==> config.mk <==
export PLATFORM = sky130hd
export DESIGN_NAME = vector_commit_stage_flat
export DESIGN_NICKNAME = d
export VERILOG_FILES = /design/src/rtl/vector_commit_stage_if.sv /design/src/rtl/vector_commit_stage.sv /design/src/flat_wrapper.sv
export SDC_FILE = /design/constraint.sdc
export NUM_CORES = 1
export LEC_CHECK = 0
export ABC_CLOCK_PERIOD_IN_PS = 3560
export CORE_ASPECT_RATIO = 0.5
export CORE_MARGIN = 5
export CORE_UTILIZATION = 52
export DETAILED_ROUTE_END_ITERATION = 16
export PLACE_DENSITY = 0.92
export SLEW_MARGIN = 10
export SYNTH_ARGS = -nofsm -noshare
export SYNTH_HDL_FRONTEND = slang
export SYNTH_SLANG_ARGS = --single-unit
export TNS_END_PERCENT = 1
==> constraint.sdc <==
create_clock -name clock -period 3.56 [get_ports clock]
set_input_delay 0.89 -clock clock [delete_from_list [all_inputs] [get_ports clock]]
set_output_delay 0.89 -clock clock [all_outputs]
set_load 0.005 [all_outputs]
==> src/rtl/vector_commit_stage_if.sv <==
// vector_commit_stage_if
//   One valid/ready channel that carries a vector register write: destination
//   register, data and byte enables. The commit stage uses one instance as its
//   execution-result input and a second one as its register-file write output.
//   Ports (signals):
//     valid  producer -> consumer  entry valid
//     ready  consumer -> producer  consumer accepts the entry
//     addr   producer -> consumer  vector register index (ADDR_W)
//     data   producer -> consumer  register data (DATA_W)
//     be     producer -> consumer  byte enables (DATA_W/8)
//   Modports: master drives valid/addr/data/be; slave drives ready.
interface vector_commit_stage_if #(
  parameter int unsigned ADDR_W = 5,
  parameter int unsigned DATA_W = 64
);
  logic                  valid;
  logic                  ready;
  logic [ADDR_W-1:0]     addr;
  logic [DATA_W-1:0]     data;
  logic [DATA_W/8-1:0]   be;

  modport master (output valid, addr, data, be, input ready);
  modport slave  (input valid, addr, data, be, output ready);
endinterface

==> src/rtl/vector_commit_stage.sv <==
// vector_commit_stage
//   In-order commit buffer between the vector execution stage and the vector
//   register file write port. Results are accepted on the ex channel, held in a
//   DEPTH-entry ring buffer and drained, oldest first, on the wr channel.
//   Optional bypass search (macro VECTOR_COMMIT_BYPASS_EN) lets the register
//   read stage pick up the youngest in-flight result for a register.
//   Ports:
//     clock         rising-edge clock
//     reset_n       asynchronous active-low reset
//     flush         synchronous flush; drops every held entry
//     ex            slave channel: execution results in (ex_valid/ex_ready/...)
//     wr            master channel: register file write out (wr_valid/...)
//     byp_addr      bypass query register
//     byp_hit       query matches a held entry
//     byp_data      data of youngest matching entry (0 on miss)
//     byp_be        byte enables of youngest matching entry (0 on miss)
//     commit_count  completed writes, wraps at 2^CNT_W
//     occupancy     entries held
module vector_commit_stage #(
  parameter int unsigned DEPTH  = 4,
  parameter int unsigned ADDR_W = 5,
  parameter int unsigned DATA_W = 64,
  parameter int unsigned CNT_W  = 16
) (
  input  logic                     clock,
  input  logic                     reset_n,
  input  logic                     flush,
  vector_commit_stage_if.slave     ex,
  vector_commit_stage_if.master    wr,
  input  logic [ADDR_W-1:0]        byp_addr,
  output logic                     byp_hit,
  output logic [DATA_W-1:0]        byp_data,
  output logic [DATA_W/8-1:0]      byp_be,
  output logic [CNT_W-1:0]         commit_count,
  output logic [$clog2(DEPTH):0]   occupancy
);
  localparam int unsigned PTR_W = $clog2(DEPTH);
  localparam int unsigned BE_W  = DATA_W / 8;
  localparam logic [PTR_W:0] FULL = (PTR_W+1)'(DEPTH);

  logic [ADDR_W-1:0] addr_q [DEPTH];
  logic [DATA_W-1:0] data_q [DEPTH];
  logic [BE_W-1:0]   be_q   [DEPTH];
  logic [DEPTH-1:0]  valid_q;
  logic [PTR_W-1:0]  wr_ptr;
  logic [PTR_W-1:0]  rd_ptr;
  logic              push;
  logic              pop;

  // Both handshake flags come from registered occupancy only, so a pop on a
  // full buffer does not open a slot in the same cycle.
  assign ex.ready = (occupancy != FULL);
  assign wr.valid = (occupancy != '0);
  assign push     = ex.valid && ex.ready;
  assign pop      = wr.valid && wr.ready;

  always_ff @(posedge clock or negedge reset_n) begin
    if (!reset_n) begin
      wr_ptr       <= '0;
      rd_ptr       <= '0;
      occupancy    <= '0;
      commit_count <= '0;
      valid_q      <= '0;
    end else if (flush) begin
      wr_ptr    <= '0;
      rd_ptr    <= '0;
      occupancy <= '0;
      valid_q   <= '0;
    end else begin
      if (push) begin
        wr_ptr          <= wr_ptr + 1'b1;
        valid_q[wr_ptr] <= 1'b1;
      end
      if (pop) begin
        rd_ptr          <= rd_ptr + 1'b1;
        valid_q[rd_ptr] <= 1'b0;
        commit_count    <= commit_count + 1'b1;
      end
      case ({push, pop})
        2'b10:   occupancy <= occupancy + 1'b1;
        2'b01:   occupancy <= occupancy - 1'b1;
        default: occupancy <= occupancy;
      endcase
    end
  end

  // Payload storage carries no reset; valid_q alone qualifies its contents.
  always_ff @(posedge clock) begin
    if (push && !flush) begin
      addr_q[wr_ptr] <= ex.addr;
      data_q[wr_ptr] <= ex.data;
      be_q[wr_ptr]   <= ex.be;
    end
  end

  // Head entry straight from storage; zero while the buffer is empty.
  always_comb begin
    wr.addr = '0;
    wr.data = '0;
    wr.be   = '0;
    if (valid_q[rd_ptr]) begin
      wr.addr = addr_q[rd_ptr];
      wr.data = data_q[rd_ptr];
      wr.be   = be_q[rd_ptr];
    end
  end

`ifdef VECTOR_COMMIT_BYPASS_EN
  logic [PTR_W-1:0] byp_idx;

  // Walk oldest to youngest from the read pointer; the last match wins, which
  // is the entry closest to the write pointer.
  always_comb begin
    byp_hit  = 1'b0;
    byp_data = '0;
    byp_be   = '0;
    byp_idx  = '0;
    for (int unsigned i = 0; i < DEPTH; i++) begin
      byp_idx = rd_ptr + PTR_W'(i);
      if (valid_q[byp_idx] && (addr_q[byp_idx] == byp_addr)) begin
        byp_hit  = 1'b1;
        byp_data = data_q[byp_idx];
        byp_be   = be_q[byp_idx];
      end
    end
  end
`else
  logic unused_byp_addr;

  assign byp_hit         = 1'b0;
  assign byp_data        = '0;
  assign byp_be          = '0;
  assign unused_byp_addr = ^byp_addr;
`endif
endmodule

==> src/flat_wrapper.sv <==
// flat-port wrapper written by rule: the top's interface ports become plain ports
module vector_commit_stage_flat 
#(
  parameter int unsigned DEPTH  = 4,
  parameter int unsigned ADDR_W = 5,
  parameter int unsigned DATA_W = 64,
  parameter int unsigned CNT_W  = 16
)
  (clock, reset_n, flush, byp_addr, byp_hit, byp_data, byp_be, commit_count, occupancy, ex_valid, ex_addr, ex_data, ex_be, ex_ready, wr_valid, wr_addr, wr_data, wr_be, wr_ready);
  vector_commit_stage_if #(.ADDR_W(ADDR_W), .DATA_W(DATA_W)) ex_i ();
  vector_commit_stage_if #(.ADDR_W(ADDR_W), .DATA_W(DATA_W)) wr_i ();
  input  logic clock;
  input  logic reset_n;
  input  logic flush;
  input  logic [ADDR_W-1:0] byp_addr;
  output logic byp_hit;
  output logic [DATA_W-1:0] byp_data;
  output logic [DATA_W/8-1:0] byp_be;
  output logic [CNT_W-1:0] commit_count;
  output logic [$clog2(DEPTH):0] occupancy;
  input wire logic [$bits(ex_i.valid)-1:0] ex_valid;
  input wire logic [$bits(ex_i.addr)-1:0] ex_addr;
  input wire logic [$bits(ex_i.data)-1:0] ex_data;
  input wire logic [$bits(ex_i.be)-1:0] ex_be;
  output wire logic [$bits(ex_i.ready)-1:0] ex_ready;
  output wire logic [$bits(wr_i.valid)-1:0] wr_valid;
  output wire logic [$bits(wr_i.addr)-1:0] wr_addr;
  output wire logic [$bits(wr_i.data)-1:0] wr_data;
  output wire logic [$bits(wr_i.be)-1:0] wr_be;
  input wire logic [$bits(wr_i.ready)-1:0] wr_ready;
  assign ex_i.valid = ex_valid;
  assign ex_i.addr = ex_addr;
  assign ex_i.data = ex_data;
  assign ex_i.be = ex_be;
  assign ex_ready = ex_i.ready;
  assign wr_valid = wr_i.valid;
  assign wr_addr = wr_i.addr;
  assign wr_data = wr_i.data;
  assign wr_be = wr_i.be;
  assign wr_i.ready = wr_ready;
  vector_commit_stage #(.DEPTH(DEPTH), .ADDR_W(ADDR_W), .DATA_W(DATA_W), .CNT_W(CNT_W)) u_core (.clock(clock), .reset_n(reset_n), .flush(flush), .ex(ex_i), .wr(wr_i), .byp_addr(byp_addr), .byp_hit(byp_hit), .byp_data(byp_data), .byp_be(byp_be), .commit_count(commit_count), .occupancy(occupancy));
endmodule
==> results.cfg <==
[status]
status = finished, final reports clean

[clock_tree]
tritoncts = done
cts_max_level = 1
root_buffer = clkbuf_16
cts_sinks = 335
clkTransAtPathRegs_ns = 0.08
cts_made_buffers = 29
clockBufferDepth = 3
worst_skew_pair.late_latency_ns = 0.56

[sta]
worstMarginPinSlew_ns = 0.798
fin_crit_sh_pct = 97.9
period_needed_ns = 3.48
whs_ns = 0.478
relSlewSlack_pct = 46.7
fmax_ghz = 0.287
skew_ns = 0.0135
final-hold-violation-count = 0
slew_viol_final = 0
finalSetupViolCount = 0

[global_routing]
overflow = 0
grt_max_degree = 82
antenna_found_initial = 4
grt_pass1_wl_mm = 43.8
grt_usage_pct = 19.1
grt_pass1_vias = 7121

[synthesis]
ys_ff_latch = 335
synth_ff_type = edfxtp_1
syn_avg_cell_area_um2 = 19.5
yosysSeqAreaShare_pct = 73.0
synth_top_cell_area_share_pct = 68.0
ys_warn_count = 0
synth_cells = 696
synth_commonest_cells = 308 x edfxtp_1, 78 x nor2b_1, 77 x mux4_2
yosys-top-cells-area = edfxtp_1 68%, mux4_2 13%, dfrtp_1 5.0%, buf_4 4.1%, nor2b_1 3.6%
synth.largest_area_cell = edfxtp_1
synth-edff-count = 308
synth_cell_types = 36
post-synth-top-count-cell = edfxtp_1
async_flop_share_pct = 8.06
netlist_area_um2 = 13600

[layout]
area_growth_pct = 24.2
layout-drive-gt1-share_pct = 17.2
finalInstanceArea_um2 = 16900
final_util_pct = 66.4
fin_nets = 995

[floorplanning]
dieWidth_um = 239
start_util_pct = 53.4
die_h_um = 124
boundaryPins = 258
core_area_um2 = 25400
rows = 41
die-area_um2 = 29700

[pwr]
vdd_ir_drop_max_uv = 388
p_total_mw = 10.9
p_per_area_nw_per_um2 = 647
power_leakage_nw = 6.05

[worst_setup_path]
critPathArrivalTime_ns = 2.59
cp_top_family = buffers and inverters
start_kind = flop
crit_fanout = 26
r2r-start = u_core.occupancy[2]
reg2reg_to = u_core.occupancy[2]
worstPathCellList = clkinvlp_4 -> nand2_4 -> o21ai_4 -> buf_12 -> nor2b_1 -> clkdlybuf4s50_1
max_stage_delay_ns = 0.56
crit_required_ns = 2.67
crit_buf_inv = 3
end_kind = output pin
slowest_stage = clkdlybuf4s50_1
r2r_slack_ns = 1.26
ff2ff_path_depth = 6
criticalPathCategory = reg2out

[placement]
portBuffers = 179
gp_congestion = 0.768
hpwl_mm = 17.2
placed_cell_area_um2 = 15700

[detailed_routing]
drt_iter0_drc = 593
vias = 6857
drc = 0
wl_per_cell_um = 23.4
drt_pass1_iterations = 5
routed_via_density = 5.40
postRouteWirelength_mm = 29.6
drtAntennaViolNets = 0

[hold_path]
hold_end = u_core.commit_count[15]
hp-class = reg2reg
hold_path_depth = 1
min_from = u_core.commit_count[15]

[run]
max_cap_violations = 0
metal layers:
layer,GRT usage [%],wire length (um)
met5,0,0
met1,23.8,11300
met4,5.83,817
met3,3.45,1560
met2,34.0,15900
worst register-to-register path, delay by kind of cell (launching register included):
| kind | cells | cell delay [ns] |
|---|---|---|
| AND/OR/NAND/NOR | 3 | 0.38 |
| flip-flops | 1 | 0.45 |
| adder cells (fa/ha/maj) | 1 | 0.41 |
| AO/OA/AOI/OAI | 2 | 0.99 |
how the worst max path moves through the flow:
stage / startpoint / end / slack (ns) / cells past startpoint
finish: u_core.rd_ptr[0] / wr_be[5] / 0.08 / 6
detailed placement: u_core.rd_ptr[1] / wr_data[40] / 0.29 / 5
global route: u_core.rd_ptr[0] / wr_be[5] / -0.01 / 6
global placement: u_core.rd_ptr[1] / wr_be[7] / 0.31 / 5
CTS: u_core.rd_ptr[0] / wr_data[20] / -0.02 / 6
floorplan: flush / u_core.addr_q[1][0] / -0.16 / 4
stage by stage:
step | cells | worst slack (ns) | setup TNS, ns
floorplan | 768 | -0.160 | -36.96
global placement | 1206 | 0.305 | 0
detailed placement | 1206 | 0.287 | 0
CTS | 1264 | -0.0188 | -0.0588
global route | 1269 | -0.0101 | -0.0124
finish | 1269 | 0.0753 | 0
repair_timing:
| action | in CTS | in global routing |
|---|---|---|
| hold buffers | 0 | 0 |
| endpoints found under the setup margin | 77 | 69 |
| endpoints found under the hold margin | 0 | 0 |
| gates cloned | 2 | 1 |
| pin swaps | 1 | 0 |
| setup buffers | 2 | 0 |
| gates resized for setup | 3 | 34 |
logic make-up after synthesis:
logic type                 after synthesis  synth area share [%]
other                                    1                0.0276
xor gates and xnor gates                17                  1.23
muxes                                   82                  13.2
AOI/OAI and AO/OA                       15                 0.718
adders and majority gates               10                 0.976
and+or+nand+nor                        128                  5.65
buffers and inverters                  108                  5.24
DFF                                    335                  73.0
sequential cells by signal, summed over array words and instances (netlist names):
register and count:
u_core.data_q 256, u_core.be_q 32, u_core.addr_q 20, u_core.commit_count 16, u_core.valid_q 4, u_core.occupancy 3
u_core.rd_ptr 2, u_core.wr_ptr 2
cell usage in the layout, fill, tap and decap left out, drive strengths merged, types with 3 or more instances in the layout:
| master | n |
|---|---|
| edfxtp | 308 |
| clkdlybuf4s50 | 148 |
| nor2b | 78 |
| mux4 | 77 |
| conb | 73 |
| clkbuf | 39 |
| dlymetal6s2s | 31 |
| dfrtp | 27 |
| buf | 22 |
| xnor2 | 16 |
| nand2 | 13 |
| clkinv | 10 |
| ha | 9 |
| a21oi | 7 |
| nand3 | 7 |
| and2 | 7 |
| nor2 | 5 |
| a211oi | 5 |
| bufinv | 5 |
| diode | 4 |
| and3 | 4 |
| nand4 | 4 |
| inv | 4 |
| nor3 | 3 |
| mux2 | 3 |
layout make-up:
cell class                 instances  area [um^2]
antenna                            4         10.0
clock buffer                      38          810
clock inverter                    16          199
fill                            1573         8560
inverter                           4         18.8
multi-input combinational        326         3270
sequential                       335         9930
tap                              344          430
timing repair buffer             202         2210
where the power goes:
part	leakage (nW)	total (mW)	internal (mW)	switching [mW]
clock network	0.494	3.34	1.96	1.38
registers	3.16	4.71	4.57	0.134
logic	2.40	2.88	1.56	1.31
Power figures use the tool's default switching activity.
